--- src/rtl/matrix_calc_driver_if.sv ---
// matrix_calc_driver_if: byte-serial link between matrix_calc_driver and the matrix calculator.
interface matrix_calc_driver_if;
    logic [7:0] calc_data_in;
    logic       calc_enter;
    logic       calc_sw;
    logic [1:0] calc_operation;
    logic       calc_rst;
    logic [5:0] calc_data_out;
    logic       calc_finish;
    logic       calc_error;
    logic [3:0] calc_index;
    modport master (
        output calc_data_in, calc_enter, calc_sw, calc_operation, calc_rst,
        input  calc_data_out, calc_finish, calc_error, calc_index
    );
    modport slave (
        input  calc_data_in, calc_enter, calc_sw, calc_operation, calc_rst,
        output calc_data_out, calc_finish, calc_error, calc_index
    );
endinterface

--- src/rtl/matrix_calc_driver.sv ---
// matrix_calc_driver: loads matrices A and B byte by byte into the calculator and reads back 16 result words.
// Define MATRIX_CALC_DRIVER_TIMEOUT_EN to fault after TIMEOUT_CYCLES of waiting on the calculator.
module matrix_calc_driver #(
    parameter int GAP_CYCLES     = 2,
    parameter int TIMEOUT_CYCLES = 1023
) (
    input  logic                 clk,
    input  logic                 rst,
    input  logic                 start,
    input  logic [31:0]          operand_a,
    input  logic [31:0]          operand_b,
    input  logic [1:0]           op,
    matrix_calc_driver_if.master calc,
    output logic [95:0]          result,
    output logic                 busy,
    output logic                 done,
    output logic                 error,
    output logic [1:0]           err_code
);
    typedef enum logic [3:0] {
        IDLE, CRST, SETTLE, ENT_HI, ENT_LO, WAIT_CALC, CAPTURE, SW_HI, SW_LO, DONE, FAULT
    } state_t;

    localparam logic [3:0] GAP_LAST = 4'(GAP_CYCLES - 1);

    if (GAP_CYCLES < 1 || GAP_CYCLES > 15 || TIMEOUT_CYCLES < 1 || TIMEOUT_CYCLES > 65535) begin : g_bad_param
        $error("matrix_calc_driver: GAP_CYCLES or TIMEOUT_CYCLES out of range");
    end

    state_t      state;
    logic [63:0] ops;
    logic [2:0]  b;
    logic [3:0]  k;
    logic [3:0]  g;
    logic        crst;
    logic        accept;
`ifdef MATRIX_CALC_DRIVER_TIMEOUT_EN
    localparam logic [15:0] WAIT_LAST = 16'(TIMEOUT_CYCLES - 1);
    logic [15:0] wcnt;
`endif

    assign accept = start && (state == IDLE || state == DONE || state == FAULT);
    // The calculator must see reset for as long as our own reset is held, not just from the next edge.
    assign calc.calc_rst = crst | rst;

    always_ff @(posedge clk or posedge rst) begin
        if (rst) begin
            state               <= IDLE;
            ops                 <= '0;
            b                   <= '0;
            k                   <= '0;
            g                   <= '0;
            crst                <= 1'b0;
            result              <= '0;
            busy                <= 1'b0;
            done                <= 1'b0;
            error               <= 1'b0;
            err_code            <= 2'b00;
            calc.calc_enter     <= 1'b0;
            calc.calc_sw        <= 1'b0;
            calc.calc_data_in   <= '0;
            calc.calc_operation <= 2'b00;
`ifdef MATRIX_CALC_DRIVER_TIMEOUT_EN
            wcnt                <= '0;
`endif
        end else if (accept) begin
            state               <= CRST;
            ops                 <= {operand_a, operand_b};
            calc.calc_operation <= op;
            crst                <= 1'b1;
            busy                <= 1'b1;
            done                <= 1'b0;
            error               <= 1'b0;
            err_code            <= 2'b00;
            b                   <= '0;
            k                   <= '0;
        end else begin
            case (state)
                CRST: begin
                    crst  <= 1'b0;
                    state <= SETTLE;
                end
                SETTLE: begin
                    state             <= ENT_HI;
                    calc.calc_enter   <= 1'b1;
                    calc.calc_data_in <= ops[63:56];
                    ops               <= {ops[55:0], 8'h00};
                end
                ENT_HI: begin
                    state           <= ENT_LO;
                    calc.calc_enter <= 1'b0;
                    g               <= '0;
                end
                ENT_LO: begin
                    if (g != GAP_LAST) g <= g + 4'd1;
                    else if (b == 3'd7) begin
                        state <= WAIT_CALC;
`ifdef MATRIX_CALC_DRIVER_TIMEOUT_EN
                        wcnt  <= '0;
`endif
                    end else begin
                        b                 <= b + 3'd1;
                        state             <= ENT_HI;
                        calc.calc_enter   <= 1'b1;
                        calc.calc_data_in <= ops[63:56];
                        ops               <= {ops[55:0], 8'h00};
                    end
                end
                WAIT_CALC: begin
                    if (calc.calc_error) begin
                        state    <= FAULT;
                        error    <= 1'b1;
                        err_code <= 2'b01;
                        busy     <= 1'b0;
                    end else if (calc.calc_finish) begin
                        state <= CAPTURE;
                        k     <= '0;
`ifdef MATRIX_CALC_DRIVER_TIMEOUT_EN
                        wcnt  <= '0;
                    end else if (wcnt == WAIT_LAST) begin
                        state    <= FAULT;
                        error    <= 1'b1;
                        err_code <= 2'b10;
                        busy     <= 1'b0;
                    end else begin
                        wcnt <= wcnt + 16'd1;
`endif
                    end
                end
                CAPTURE: begin
                    if (calc.calc_index == k) begin
                        result[95 - 6 * int'(k) -: 6] <= calc.calc_data_out;
                        if (k == 4'd15) begin
                            state <= DONE;
                            done  <= 1'b1;
                            busy  <= 1'b0;
                        end else begin
                            state        <= SW_HI;
                            calc.calc_sw <= 1'b1;
                        end
`ifdef MATRIX_CALC_DRIVER_TIMEOUT_EN
                    end else if (wcnt == WAIT_LAST) begin
                        state    <= FAULT;
                        error    <= 1'b1;
                        err_code <= 2'b10;
                        busy     <= 1'b0;
                    end else begin
                        wcnt <= wcnt + 16'd1;
`endif
                    end
                end
                SW_HI: begin
                    state        <= SW_LO;
                    calc.calc_sw <= 1'b0;
                    g            <= '0;
                end
                SW_LO: begin
                    if (g != GAP_LAST) g <= g + 4'd1;
                    else begin
                        k     <= k + 4'd1;
                        state <= CAPTURE;
`ifdef MATRIX_CALC_DRIVER_TIMEOUT_EN
                        wcnt  <= '0;
`endif
                    end
                end
                default: ;
            endcase
        end
    end
endmodule

--- src/flat_wrapper.sv ---
// flat-port wrapper written by rule: the top's interface ports become plain ports
module matrix_calc_driver_flat 
#(
    parameter int GAP_CYCLES     = 2,
    parameter int TIMEOUT_CYCLES = 1023
)
  (clk, rst, start, operand_a, operand_b, op, result, busy, done, error, err_code, calc_calc_data_in, calc_calc_enter, calc_calc_sw, calc_calc_operation, calc_calc_rst, calc_calc_data_out, calc_calc_finish, calc_calc_error, calc_calc_index);
  matrix_calc_driver_if calc_i ();
  input  logic clk;
  input  logic rst;
  input  logic start;
  input  logic [31:0] operand_a;
  input  logic [31:0] operand_b;
  input  logic [1:0] op;
  output logic [95:0] result;
  output logic busy;
  output logic done;
  output logic error;
  output logic [1:0] err_code;
  output wire logic [$bits(calc_i.calc_data_in)-1:0] calc_calc_data_in;
  output wire logic [$bits(calc_i.calc_enter)-1:0] calc_calc_enter;
  output wire logic [$bits(calc_i.calc_sw)-1:0] calc_calc_sw;
  output wire logic [$bits(calc_i.calc_operation)-1:0] calc_calc_operation;
  output wire logic [$bits(calc_i.calc_rst)-1:0] calc_calc_rst;
  input wire logic [$bits(calc_i.calc_data_out)-1:0] calc_calc_data_out;
  input wire logic [$bits(calc_i.calc_finish)-1:0] calc_calc_finish;
  input wire logic [$bits(calc_i.calc_error)-1:0] calc_calc_error;
  input wire logic [$bits(calc_i.calc_index)-1:0] calc_calc_index;
  assign calc_calc_data_in = calc_i.calc_data_in;
  assign calc_calc_enter = calc_i.calc_enter;
  assign calc_calc_sw = calc_i.calc_sw;
  assign calc_calc_operation = calc_i.calc_operation;
  assign calc_calc_rst = calc_i.calc_rst;
  assign calc_i.calc_data_out = calc_calc_data_out;
  assign calc_i.calc_finish = calc_calc_finish;
  assign calc_i.calc_error = calc_calc_error;
  assign calc_i.calc_index = calc_calc_index;
  matrix_calc_driver #(.GAP_CYCLES(GAP_CYCLES), .TIMEOUT_CYCLES(TIMEOUT_CYCLES)) u_core (.clk(clk), .rst(rst), .start(start), .operand_a(operand_a), .operand_b(operand_b), .op(op), .calc(calc_i), .result(result), .busy(busy), .done(done), .error(error), .err_code(err_code));
endmodule
--- config.mk ---
export PLATFORM = sky130hd
export DESIGN_NAME = matrix_calc_driver_flat
export DESIGN_NICKNAME = d
export VERILOG_FILES = /design/src/rtl/matrix_calc_driver_if.sv /design/src/rtl/matrix_calc_driver.sv /design/src/flat_wrapper.sv
export SDC_FILE = /design/constraint.sdc
export NUM_CORES = 1
export LEC_CHECK = 0
export BUFFER_PORTS_ARGS = -buffer_cell sky130_fd_sc_hd__buf_2
export CORE_MARGIN = 1
export CORE_UTILIZATION = 50
export DETAILED_ROUTE_END_ITERATION = 10
export PLACE_DENSITY = 0.77
export SKIP_CTS_REPAIR_TIMING = 1
export SLEW_MARGIN = 15
export SYNTH_ARGS = -nofsm -noshare
export SYNTH_HDL_FRONTEND = slang
export SYNTH_SLANG_ARGS = --single-unit
--- constraint.sdc ---
create_clock -name clk -period 6.38 [get_ports clk]
set_input_delay 1.276 -clock clk [delete_from_list [all_inputs] [get_ports clk]]
set_output_delay 1.276 -clock clk [all_outputs]
set_load 0.05 [all_outputs]
==> metrics list <==
* Worst-margin pin slew: 1060 ps
- sky130_fd_sc_hd__dfrtp_1 is the most common cell in the netlist.
- After synthesis, the largest family of logic cells by area is simple AND/OR/NAND/NOR gates.
- Critical path capture point type: flop
- Net switching power figure: 1.82 mW
- By area the synthesized netlist is led by sky130_fd_sc_hd__dfrtp_1 (51%), sky130_fd_sc_hd__mux2_2 (10%), sky130_fd_sc_hd__nand2_1 (7.7%).
- The floorplan step set the die width to 138 um.
* Final #Nets: 1,182
* Result of the run: complete, but fails checks
- The commonest cells after synthesis are sky130_fd_sc_hd__dfrtp_1 (191), sky130_fd_sc_hd__nand2_1 (190), sky130_fd_sc_hd__mux2_2 (84).
* Worst setup path category: reg -> reg
- Net Sw Frac: 41.6%
- Startpoint Class: flop
- Ratio of cells with drive above 1 in the final layout: 30.0%
- Setup repair after global routing left no endpoint under its margin.
- Starting density of the core: 51.3%
- Share of Yosys cell area claimed by the top area cell type: 51.5%
- In this run the clock root is driven by a sky130_fd_sc_hd__clkbuf_16.
* DP HPWL: 15,400 um
* Post-Place Cells: 1,296
* Share of power burned in the clock network: 23.9%
* Average wire length per cell after detail routing: 16.9 um
* I/O pin count: 195
* Max-cap violation count: 0
- Wire length of the first global-routing pass: 36,300 um
- In the routed layout, each cell is associated on average with a via count of 5.57.
- In the final layout, the multi-input gates occupy 4170 um^2.
- Power comes to 4.38 mW.
* Hold path cells: 2
- Clock tree skew after final layout: 14.9 ps
- Vias post-DR: 7,414
* Power density relative to cell area: 399 nW/um^2
- Critical-path top delay cell: sky130_fd_sc_hd__dfrtp_1
* Fraction of registers with async set or reset after synthesis: 100%
- The die covers 19,100 um^2.
- For this block, the initial DRC count from the detailed router was 517.
- The largest single stage delay on the critical path is 710 ps.
- The worst hold path belongs to the class reg -> reg.
- Violated checks: design-rule violations
- Clock latency on the worst-skew pair: 440 ps
* Sequential power share: 38.8%
* Synthesized Nets: 1,019
- Cell chain of the critical path: ha_1, a211o_1, and3_1, nor2_1, ha_1, nand2b_1, a2111o_1, nand2b_1, mux2_2
- Vert. Die Dim: 138 um
* Clock tree from TritonCTS: yes
- In this run, synthesis produced a sequential element count of 191.
- Highest net fanout along the worst path: 28
- Number of antenna violations at the first check in global routing: 3
- Seq/Total Area, Yosys: 51.5%
* Source of the worst hold timing path: u_core.calc.calc_data_in[4]
* Clk sinks: 191
- Mapped Area: 9280 um^2
- Registers take 4780 um^2.
- H-tree lvl count: 4
- After floorplanning, the core was sized to cover 18,100 um^2.
* Achievable frequency: 221 MHz
- In the synthesized netlist the dominant register cell turns out to be sky130_fd_sc_hd__dfrtp_1.
- The worst pin sits at a relative slew slack of 29.5%.
- Logic gate share of total power: 37.3%
* Critical path data required time: 6700 ps
* Reg2reg path depth: 9
- The finished layout holds 1,331 standard cells, fillers aside.
* Number of different library cells in the post-synthesis netlist: 55
* Reg-to-reg critical path endpoint: u_core.result[10]
- For this run, the total global-route usage over all layers was measured as 23.9%.
* Simple-gate area share of the yosys netlist: 17.6%
- Syn avg cell area: 10.1 um^2
- Counting flops with a built-in enable in the synthesized netlist gives 0.
- The final count of hold timing violations came to 0.
- Synthesis produced 923 cells.
* Max Transition Viols Final: 0
* Worst Hold Endpoint: u_core.calc.calc_data_in[4]
* Via count of the first global-routing pass: 7,156
* Number of buffer cells added on primary ports: 193
* DRC violation count after routing: 28
- Final total negative setup slack: 0 ps
- Once detail routing completed, the nets flagged for antenna violations numbered 0.
- Max IR drop VDD: 0.431 mV
- Gr ovfl total: 0
- Routability Congestion: 0.868
- Reg2reg start: u_core.k[0]
- The analysis attributes to cell leakage a power of 5.68 nW.
- From synthesis to final layout, the design area changed by 18.2%.
- Summing the areas of all fa, ha and maj instances in the mapped netlist gives 2.10% of the synthesized area.
* Tcrit/Tclk final: 70.9%
- Detailed Routing Iterations Pass 1: 9
- Filler Cell Count: 1,527
- Proportion of synthesized area in mux cells: 12.5%
* Final count of negative-setup-slack endpoints: 0
- Summed over all layers, the routed wires come to 22,500 um.
- Number of clock buffers inserted by TritonCTS: 17
* Compound-cell area share of the yosys netlist: 11.5%
* YS warnings: 0
* Tightest hold margin: 472 ps
- Launching instance or port of the critical path: u_core.k[0]
* Buffer depth of the longest clock path: 2
- Internal Pwr Total: 2.56 mW
- Time the worst path needs with I/O delays and setup: 4530 ps
- Number of rows created at floorplan: 49
- Yosys top cell by area: sky130_fd_sc_hd__dfrtp_1
- The setup check on the worst reg-to-reg path leaves a slack of 1850 ps.
* Xor and xnor area share after synthesis: 1.04%
- Clock slew at the register clock pins of the worst setup and hold paths: 70 ps
* CP arrival: 4840 ps
- Largest net degree at the start of global routing: 192
-- metal layers --
layer | global-route usage (%) | wire length [um] | vias to the layer above | part of all wire (%)
met5 | 0 | 0 | - | 0
met4 | 9.82 | 529 | 0 | 2.4
met3 | 4.26 | 1370 | 39 | 6.1
li1 | - | - | 3546 | -
met2 | 38.5 | 10700 | 254 | 48
met1 | 32.1 | 9840 | 3575 | 44
-- how the worst max path moves through the flow --
stage	end	cells after the start	slack [ps]
after floorplan	u_core.b[0]	1	2640
after global placement	u_core.result[71]	9	2120
after detailed placement	u_core.result[70]	9	1970
after CTS	u_core.result[70]	9	1940
after global routing	u_core.result[70]	9	1630
final	u_core.result[10]	9	1850
-- worst max-delay path: cells and delay by family, from the launching register on --
kind            cells  cell delay, ps
compound gates      2             930
fa+ha+maj           2            1080
flops               1             710
simple gates        4            1320
mux                 1             360
-- power groups by stage --
| stage | combinational [mW] | sequential (mW) | clock [mW] |
|---|---|---|---|
| floorplan | 1.10 | 1.86 | 0 |
| global placement | 1.59 | 1.71 | 0 |
| detailed placement | 1.63 | 1.72 | 0 |
| CTS | 1.64 | 1.69 | 1.06 |
| global route | 1.82 | 1.73 | 1.11 |
| finish | 1.63 | 1.70 | 1.05 |
-- cell families (layout without fill, tap and decap cells) --
kind of cell,after synthesis,after routing
AND/OR/NAND/NOR,353,353
flip-flops,191,191
AO/OA/AOI/OAI,159,159
multiplexers,105,105
buffers and inverters,88,264
adder cells (fa/ha/maj),15,15
XOR/XNOR,11,11
other,1,4
-- state kept, by name, summed over array words and instances (netlist names) --
register                    flops
u_core.result                  96
u_core.ops                     64
u_core.calc.calc_data_in        8
u_core.g                        4
u_core.k                        4
u_core.state                    4
u_core.b                        3
u_core.calc.calc_operation      2
u_core.busy                     1
u_core.calc.calc_enter          1
u_core.calc.calc_sw             1
u_core.crst                     1
u_core.done                     1
u_core.err_code                 1
-- layout by cell type, fill, tap and decap left out, types with 7 or more instances in the layout --
master and n:
sky130_fd_sc_hd__nor3_1 15, sky130_fd_sc_hd__nand4_1 12, sky130_fd_sc_hd__and2_1 7, sky130_fd_sc_hd__buf_4 7
sky130_fd_sc_hd__inv_1 30, sky130_fd_sc_hd__inv_6 7, sky130_fd_sc_hd__buf_2 193, sky130_fd_sc_hd__and3_1 16
sky130_fd_sc_hd__nand2_1 190, sky130_fd_sc_hd__ha_1 14, sky130_fd_sc_hd__a21oi_1 29, sky130_fd_sc_hd__a221o_1 8
sky130_fd_sc_hd__o21ai_0 37, sky130_fd_sc_hd__nor2_1 44, sky130_fd_sc_hd__nand3_1 15, sky130_fd_sc_hd__a22oi_1 40
sky130_fd_sc_hd__mux2i_1 21, sky130_fd_sc_hd__mux2_2 84, sky130_fd_sc_hd__o22ai_1 13, sky130_fd_sc_hd__dfrtp_1 191
sky130_fd_sc_hd__xor2_1 9, sky130_fd_sc_hd__nand2b_1 12, sky130_fd_sc_hd__clkbuf_16 17, sky130_fd_sc_hd__nor2b_1 11
-- final cells by class --
| cell class | instances | area share (%) |
|---|---|---|
| diodes | 3 | 0.0684 |
| flip-flops and latches | 191 | 43.6 |
| multi-input cells | 644 | 38.0 |
| well taps | 229 | 2.61 |
| clock inverters | 14 | 1.32 |
| clock buffers | 18 | 3.91 |
| repair buffers | 201 | 9.46 |
| inverters | 31 | 1.09 |
-- stage by stage --
stage	setup WS, ps	area (um^2)	utilization [%]
after CTS	1940	11000	60.6
after detailed placement	1970	10400	57.5
after global routing	1630	11000	60.7
final	1850	11000	60.7
after floorplan	2640	9290	-
after global placement	2120	10400	57.5
Note: power is estimated with default switching activity, not from simulation.
